File: config.mk
export PLATFORM = sky130hd
export DESIGN_NAME = mem_arb
export DESIGN_NICKNAME = d
export VERILOG_FILES = /design/src/rtl/mem_arb.sv
export SDC_FILE = /design/constraint.sdc
export NUM_CORES = 1
export LEC_CHECK = 0
export CORE_UTILIZATION = 45
export DETAILED_ROUTE_END_ITERATION = 10
export PLACE_DENSITY = 0.91
export SLEW_MARGIN = 10
export SYNTH_ARGS = -nofsm -noshare
export SYNTH_HDL_FRONTEND = slang
export SYNTH_SLANG_ARGS = --single-unit
File: constraint.sdc
create_clock -name clk -period 5.6 [get_ports clk]
set_clock_uncertainty 0.2 [all_clocks]
set_input_delay 0.84 -clock clk [delete_from_list [all_inputs] [get_ports clk]]
set_output_delay 0.84 -clock clk [all_outputs]
set_load 0.01 [all_outputs]
File: src/rtl/mem_arb.sv
// Byte-serial arbiter for the shared RAM port: IF fetches vs MEM accesses, little-endian assembly.
// Optional IF anti-starvation forcing is built only when ARB_STARVE_EN is defined.
module mem_arb #(
    parameter int ADDR_W     = 32,
    parameter int STARVE_LIM = 4
) (
    input  logic              clk,
    input  logic              rst,
    input  logic              if_req,
    input  logic [ADDR_W-1:0] if_a,
    input  logic              if_clr,
    output logic [31:0]       if_n,
    output logic              if_ok,
    input  logic              mm_req,
    input  logic              mm_wr,
    input  logic [1:0]        mm_cu,
    input  logic [ADDR_W-1:0] mm_a,
    input  logic [31:0]       mm_n_i,
    output logic [31:0]       mm_n_o,
    output logic              mm_ok,
    output logic              mm_stl,
    input  logic [7:0]        rom_rn,
    output logic [7:0]        rom_wn,
    output logic [ADDR_W-1:0] rom_a,
    output logic              rom_wr,
    output logic              busy
);

    typedef enum logic [1:0] {S_IDLE, S_RD, S_WR} state_t;

    state_t            r_state;
    state_t            w_next;
    logic [ADDR_W-1:0] r_rom_a;
    logic [31:0]       r_buf;
    logic [31:0]       r_wdata;
    logic [2:0]        r_len;
    logic [2:0]        r_cnt;
    logic              r_is_if;

    logic              w_idle;
    logic              w_if_pend;
    logic              w_force_if;
    logic              w_gnt_if;
    logic              w_gnt_mm;
    logic [2:0]        w_mm_len;
    logic              w_abort;
    logic              w_rd_done;
    logic [2:0]        w_cap;

    assign w_idle    = (r_state == S_IDLE);
    assign w_if_pend = if_req & ~if_clr;
    assign w_mm_len  = (mm_cu == 2'b00) ? 3'd1 : (mm_cu == 2'b01) ? 3'd2 : 3'd4;

`ifdef ARB_STARVE_EN
    localparam int SC_W = (STARVE_LIM < 1) ? 1 : $clog2(STARVE_LIM + 1);
    logic [SC_W-1:0] r_starve;

    assign w_force_if = (r_starve == SC_W'(STARVE_LIM)) & mm_req & w_if_pend;

    // Counts MEM grants that overtook a waiting fetch; saturates at the limit.
    always_ff @(posedge clk or negedge rst) begin
        if (!rst) begin
            r_starve <= '0;
        end else if (w_gnt_if || !if_req) begin
            r_starve <= '0;
        end else if (w_gnt_mm && w_if_pend && (r_starve != SC_W'(STARVE_LIM))) begin
            r_starve <= r_starve + 1'b1;
        end
    end
`else
    assign w_force_if = 1'b0;
`endif

    assign w_gnt_if  = w_idle & w_if_pend & (~mm_req | w_force_if);
    assign w_gnt_mm  = w_idle & mm_req & ~w_force_if;
    assign w_abort   = (r_state == S_RD) & r_is_if & if_clr;
    assign w_rd_done = (r_state == S_RD) & (r_cnt == r_len + 3'd1);
    assign w_cap     = r_cnt - 3'd1;

    always_ff @(posedge clk or negedge rst) begin
        if (!rst) r_state <= S_IDLE;
        else      r_state <= w_next;
    end

    always_comb begin
        w_next = r_state;
        case (r_state)
            S_IDLE: begin
                if (w_gnt_if)      w_next = S_RD;
                else if (w_gnt_mm) w_next = mm_wr ? S_WR : S_RD;
            end
            S_RD: if (w_abort || w_rd_done) w_next = S_IDLE;
            S_WR: if (r_cnt == r_len)       w_next = S_IDLE;
            default:                        w_next = S_IDLE;
        endcase
    end

    always_comb begin
        busy   = (r_state != S_IDLE);
        rom_a  = r_rom_a;
        rom_wr = (r_state == S_WR) && (r_cnt < r_len);
        rom_wn = rom_wr ? r_wdata[{r_cnt[1:0], 3'b000} +: 8] : 8'h00;
        if_ok  = w_rd_done & r_is_if & ~if_clr;
        mm_ok  = (w_rd_done & ~r_is_if) | ((r_state == S_WR) && (r_cnt == r_len));
        if_n   = if_ok ? r_buf : 32'h0;
        mm_n_o = (w_rd_done & ~r_is_if) ? r_buf : 32'h0;
        mm_stl = mm_req & ~mm_ok;
    end

    // Request fields are frozen at grant; rom_a holds its last issued address while idle.
    always_ff @(posedge clk or negedge rst) begin
        if (!rst) begin
            r_rom_a <= '0;
            r_buf   <= '0;
            r_wdata <= '0;
            r_len   <= '0;
            r_cnt   <= '0;
            r_is_if <= 1'b0;
        end else if (w_idle) begin
            if (w_gnt_if || w_gnt_mm) begin
                r_is_if <= w_gnt_if;
                r_len   <= w_gnt_if ? 3'd4 : w_mm_len;
                r_rom_a <= w_gnt_if ? if_a : mm_a;
                r_wdata <= mm_n_i;
                r_buf   <= '0;
                r_cnt   <= '0;
            end
        end else begin
            r_cnt <= (w_next == S_IDLE) ? 3'd0 : r_cnt + 3'd1;
            if ((r_cnt + 3'd1) < r_len)
                r_rom_a <= r_rom_a + 1'b1;
            if ((r_state == S_RD) && (r_cnt != 3'd0) && (r_cnt <= r_len))
                r_buf[{w_cap[1:0], 3'b000} +: 8] <= rom_rn;
        end
    end

endmodule
## Word level (Yosys, flattened, before mapping)

Cells that the tools add are included.

| storage, ports and cells | value |
|---|---|
| register bits | 105 |

| cells by class | value |
|---|---|
| shift-type cells | 3 |
| magnitude comparators | 3 |
| multiplexer cells | 23 |
| add/subtract/negate cells | 5 |
| bitwise gates (word level) | 16 |
| equal/unequal tests | 6 |
| reductions and logical operators | 16 |

Operators by type and width:

| cell | number |
|---|---|
| 32-bit 2-to-1 mux | 9 |
| 32-bit by 1-bit adder with 32-bit output, second input constant | 1 |
| 32-bit bitwise mux | 1 |
| 8-bit by 7-bit variable shift with 32-bit output, first input constant | 1 |
| 32-bit by 6-bit variable part select with 8-bit output | 1 |
| 8-bit by 7-bit variable part select with 32-bit output | 1 |
| 3-bit 2-to-1 mux | 6 |
| 1-bit bitwise AND | 11 |
| 2-bit 2-to-1 mux | 5 |
| 8-bit 2-to-1 mux | 1 |
| 5-bit negation with 7-bit output | 1 |
| 3-bit by 1-bit adder with 3-bit output, second input constant | 2 |
| 3-bit == test | 2 |
| 2-bit logical NOT | 3 |
| 3-bit < comparator | 2 |
| 2-bit case mux with 3 select lines | 1 |
| 2-bit AND reduction | 3 |
| 2-bit nonzero test | 3 |
| 2-bit by 1-bit == test with 1-bit output, second input constant | 2 |
| 1-bit logical AND | 4 |
| 1-bit NOT | 4 |
| 3-bit <= comparator | 1 |
| 3-bit nonzero test | 1 |
| 2-bit == test, second input constant | 1 |
| other kinds (4) | 5 |

## Logic depth before layout (Yosys ltp)

| depth | value |
|---|---|
| depth after elaboration | 9 |
| depth in mapped cells | 11 |
| gate-level depth less buffers | 8 |

## Worst setup path after synthesis

OpenSTA, ideal clock, no wires.

| timing path | value |
|---|---|
| kind | register to output |
| start point | register r_cnt[0] |
| end point | output if_n[22] |
| stages on the path, launching flop included | 8 |
| data required time | 4560 ps |
| arrival time | 2229 ps |
| path slack | 2331 ps |
| path buffers | 2 |
| path through | dfrtp_1 -> clkbuf_1 -> inv_1 -> ha_1 -> or3_1 -> nor4_4 -> buf_2 -> and2_1 |

| on the way | value |
|---|---|
| word-level cells in the longest chain between the ends | 5 |

Ends and longest elaborated chain:

| what | line | text |
|---|---|---|
| from (decl) | 37 | `logic [2:0] r_cnt;` |
| from (signal assigned) | 129 | `r_cnt <= (w_next == S_IDLE) ? 3'd0 : r_cnt + 3'd1;` |
| 3-bit == test | 77 | `assign w_rd_done = (r_state == S_RD) & (r_cnt == r_len + 3'd1);` |
| 1-bit bitwise AND | 77 |  |
| 1-bit bitwise AND (2 in series) | 103 | `if_ok = w_rd_done & r_is_if & ~if_clr;` |
| net if_ok | 13 | `output logic if_ok,` |
| 32-bit 2-to-1 mux | 105 | `if_n = if_ok ? r_buf : 32'h0;` |
| to (decl) | 12 | `output logic [31:0] if_n,` |

The timed path passes the listed nets, and every way through them passes these cells.

## Final worst setup path

| timing path | value |
|---|---|
| start point | register r_cnt[0] |
| end point | output if_n[6] |

| on the way | value |
|---|---|
| word-level cells in the longest chain between the ends | 5 |

Ends and longest elaborated chain:

| what | line |
|---|---|
| 3-bit == test | 77 |
| 1-bit bitwise AND | 77 |
| 1-bit bitwise AND (2 in series) | 103 |
| 32-bit 2-to-1 mux | 105 |

No other way between the ends.

==> impl_metrics.env <==
export IMPL_boundaryPins=221
export IMPL_synthXorXnorAreaFrac=0.006667
export IMPL_routed_via_density=5.612
export IMPL_setup_ws_ps=860.0
export IMPL_drive_gt1_frac=0.05286
export IMPL_num_rows=42
export IMPL_place_ws_ps=1179
export IMPL_postCtsResizedCells=0
export IMPL_area_growth_pct=42.75
export IMPL_syn_area_per_cell_um2=8.810
export IMPL_yosysTopAreaCellShare=0.4242
export IMPL_synth_largest_area_cell="dfrtp_1"
export IMPL_ir_drop_uv=307.6
export IMPL_die_height_um=119.3
export IMPL_cp_max_fo=33
export IMPL_first_iter_violations=527
export IMPL_power_mw=4.023
export IMPL_nNetsFinal=1028
export IMPL_ys_warn_count=0
export IMPL_grt_ovfl_total=0
export IMPL_leakagePower_nw=3.900
export IMPL_yosys_most_used_dff="dfrtp_1"
export IMPL_cts_buffer_depth=2
export IMPL_grt_pass1_wl_um=29660
export IMPL_wl_per_cell_um=16.69
export IMPL_hpwl_um=13230
export IMPL_ctsRootBufferMaster="clkbuf_16"
export IMPL_min_period_over_period=0.8464
export IMPL_max_freq_mhz=211.0
export IMPL_die_w_um=119.3
export IMPL_yosys_register_bits=105
export IMPL_fin_crit_ps=4740
export IMPL_tightest_slew_ps=1048
export IMPL_core_um2=13350
export IMPL_grt_max_degree=67
export IMPL_grt_util_all_layers=0.2613
export IMPL_synth_mux_area_frac=0.04040
export IMPL_setup_violations=0
export IMPL_synth_top_family_by_area="simple AND/OR/NAND/NOR gates"
export IMPL_ys_top_cells_by_count="nand2_1, dfrtp_1, and2_1"
export IMPL_cts_tree="yes"
export IMPL_place_congestion=0.8738
export IMPL_yosysMostFrequentCell="nand2_1"
export IMPL_synthArstFlopShare=1.000
export IMPL_ant_nets=0
export IMPL_status="finished clean"
export IMPL_routed_wirelength_um=18090
export IMPL_firstDrtPassIters=5
export IMPL_synth_simple_area_share=0.2931
export IMPL_max_slew_margin=0.3007
export IMPL_ctsHoldBuffers=0
export IMPL_drv_cap=0
export IMPL_tns_ps=0
export IMPL_rsz0062_at_grt="no"
export IMPL_cts_htree_levels=3
export IMPL_antenna_found_initial=0
export IMPL_cts_clk_slew_worst_paths_ps=70
export IMPL_drc_errors=0
export IMPL_vias=6083
export IMPL_cts_setup_buffers=0
export IMPL_cp_required_ps=4560
export IMPL_syn_area_um2=6193
export IMPL_p_per_area_nw_per_um2=455.1
export IMPL_syn_inst=703
export IMPL_synth_net_count=828
export IMPL_synth_edf_count=0
export IMPL_final_max_slew_viol_count=0
export IMPL_synth_fa_ha_area_frac=0.02626
export IMPL_path_class="reg2out"
export IMPL_synth_compound_area_frac=0.1741
export IMPL_cts_made_buffers=9
export IMPL_finalHoldViolCount=0
export IMPL_hold_path_class="reg2reg"
export IMPL_insertion_delay_ps=340
export IMPL_end_kind="primary output"
export IMPL_port_buffers=220
export IMPL_grt_pass1_vias=5857
export IMPL_arrival_ps=3700
export IMPL_synth_distinct_cells=56
export IMPL_yosysSeqAreaShare=0.4242
export IMPL_critPathLaunchType="register"
export IMPL_start_util=0.4640
export IMPL_clkSinkCount=105
export IMPL_diodes=0
export IMPL_ys_top_cells_by_area="dfrtp_1, nand2_1, and2_1"
export IMPL_dieArea_um2=14240
[worst paths after layout]
| check | from | end | slack, ps | cells past startpoint |
|---|---|---|---|---|
| setup / recovery | r_cnt[0] | if_n[6] | 860 | 7 |
| hold / removal | r_wdata[21] | r_wdata[21] | 270 | 2 |
| setup reg to reg | r_cnt[0] | rom_a[23] | 1530 | 9 |
| hold reg to reg | r_wdata[21] | r_wdata[21] | 270 | 2 |
| max in group asynchronous | rst | r_buf[28] | 3740 | 2 |
| min in group asynchronous | rst | rom_a[29] | 370 | 1 |
[sequential cells by signal, indices dropped and copies added, names as in the netlist]
| name | flops |
|---|---|
| r_wdata | 32 |
| r_state | 2 |
| r_len | 3 |
| r_cnt | 3 |
| r_buf | 32 |
| rom_a | 32 |
| r_is_if | 1 |
[cell usage in the layout, fill, tap and decap left out, types with 5 or more instances in the layout]
cell type / count
and3_1: 28
and2_1: 65
nor2_1: 18
a22o_1: 35
and4_1: 5
a21oi_1: 38
clkdlybuf4s50_1: 219
buf_4: 10
nand4_1: 8
nor3_1: 5
inv_1: 12
o21a_1: 6
mux2i_1: 7
a31oi_1: 10
mux4_2: 8
o22a_1: 13
ha_1: 13
nand2_1: 179
nand3_1: 31
a2bb2oi_1: 7
o21ai_0: 20
dfrtp_1: 105
clkbuf_16: 9
[power breakdown]
part,internal (mW),total (mW),switching [mW]
Combinational,0.921,2.02,1.10
Clock,0.390,0.667,0.277
Sequential,1.04,1.33,0.298
[cell type report]
cell class | count | area, µm²
Fill cell | 1104 | 4507
Multi-Input combinational cell | 545 | 3366
Sequential cell | 105 | 2628
Timing Repair Buffer | 229 | 2267
Clock buffer | 10 | 229.0
Tap cell | 176 | 220.2
Clock inverter | 6 | 82.58
Inverter | 13 | 48.80
[metal layers]
| metal | wire length (µm) | GRT usage | vias to the layer above | part of all wire |
|---|---|---|---|---|
| met5 | 0 | 0 | - | 0 |
| met4 | 433 | 0.09375 | 0 | 0.024 |
| met3 | 1096 | 0.04310 | 37 | 0.061 |
| met2 | 8760 | 0.4360 | 250 | 0.48 |
| met1 | 7798 | 0.3426 | 2905 | 0.43 |
| li1 | - | - | 2891 | - |
[logic make-up (layout without fill, tap and decap cells)]
logic type | count (synthesis) | count (layout)
and+or+nand+nor | 360 | 360
muxes | 15 | 15
AOI/OAI and AO/OA | 154 | 154
adders and majority gates | 13 | 13
buffers and inverters | 53 | 258
DFF | 105 | 105
xor gates and xnor gates | 3 | 3
[worst max-delay path, cell delays in order (launching register included)]
cell	delay (ps)
dfrtp_1	940
inv_1	320
ha_1	370
or3_1	480
nor4_4	230
buf_4	290
and2_1	170
clkdlybuf4s50_1	540
[stage by stage]
stage          cells  hold slack (ps)  cell area [µm²]  utilization
3_3_place_gp    1068            253.8             8529       0.6390
3_5_place_dp    1068            260.1             8529       0.6390
4_1_cts         1084            277.2             8841       0.6624
5_1_grt         1084            307.0             8841       0.6624
2_1_floorplan    703            240.3             6193            -
6_report        1084            272.5             8841       0.6624
Note: power is estimated with default switching activity, not from simulation.
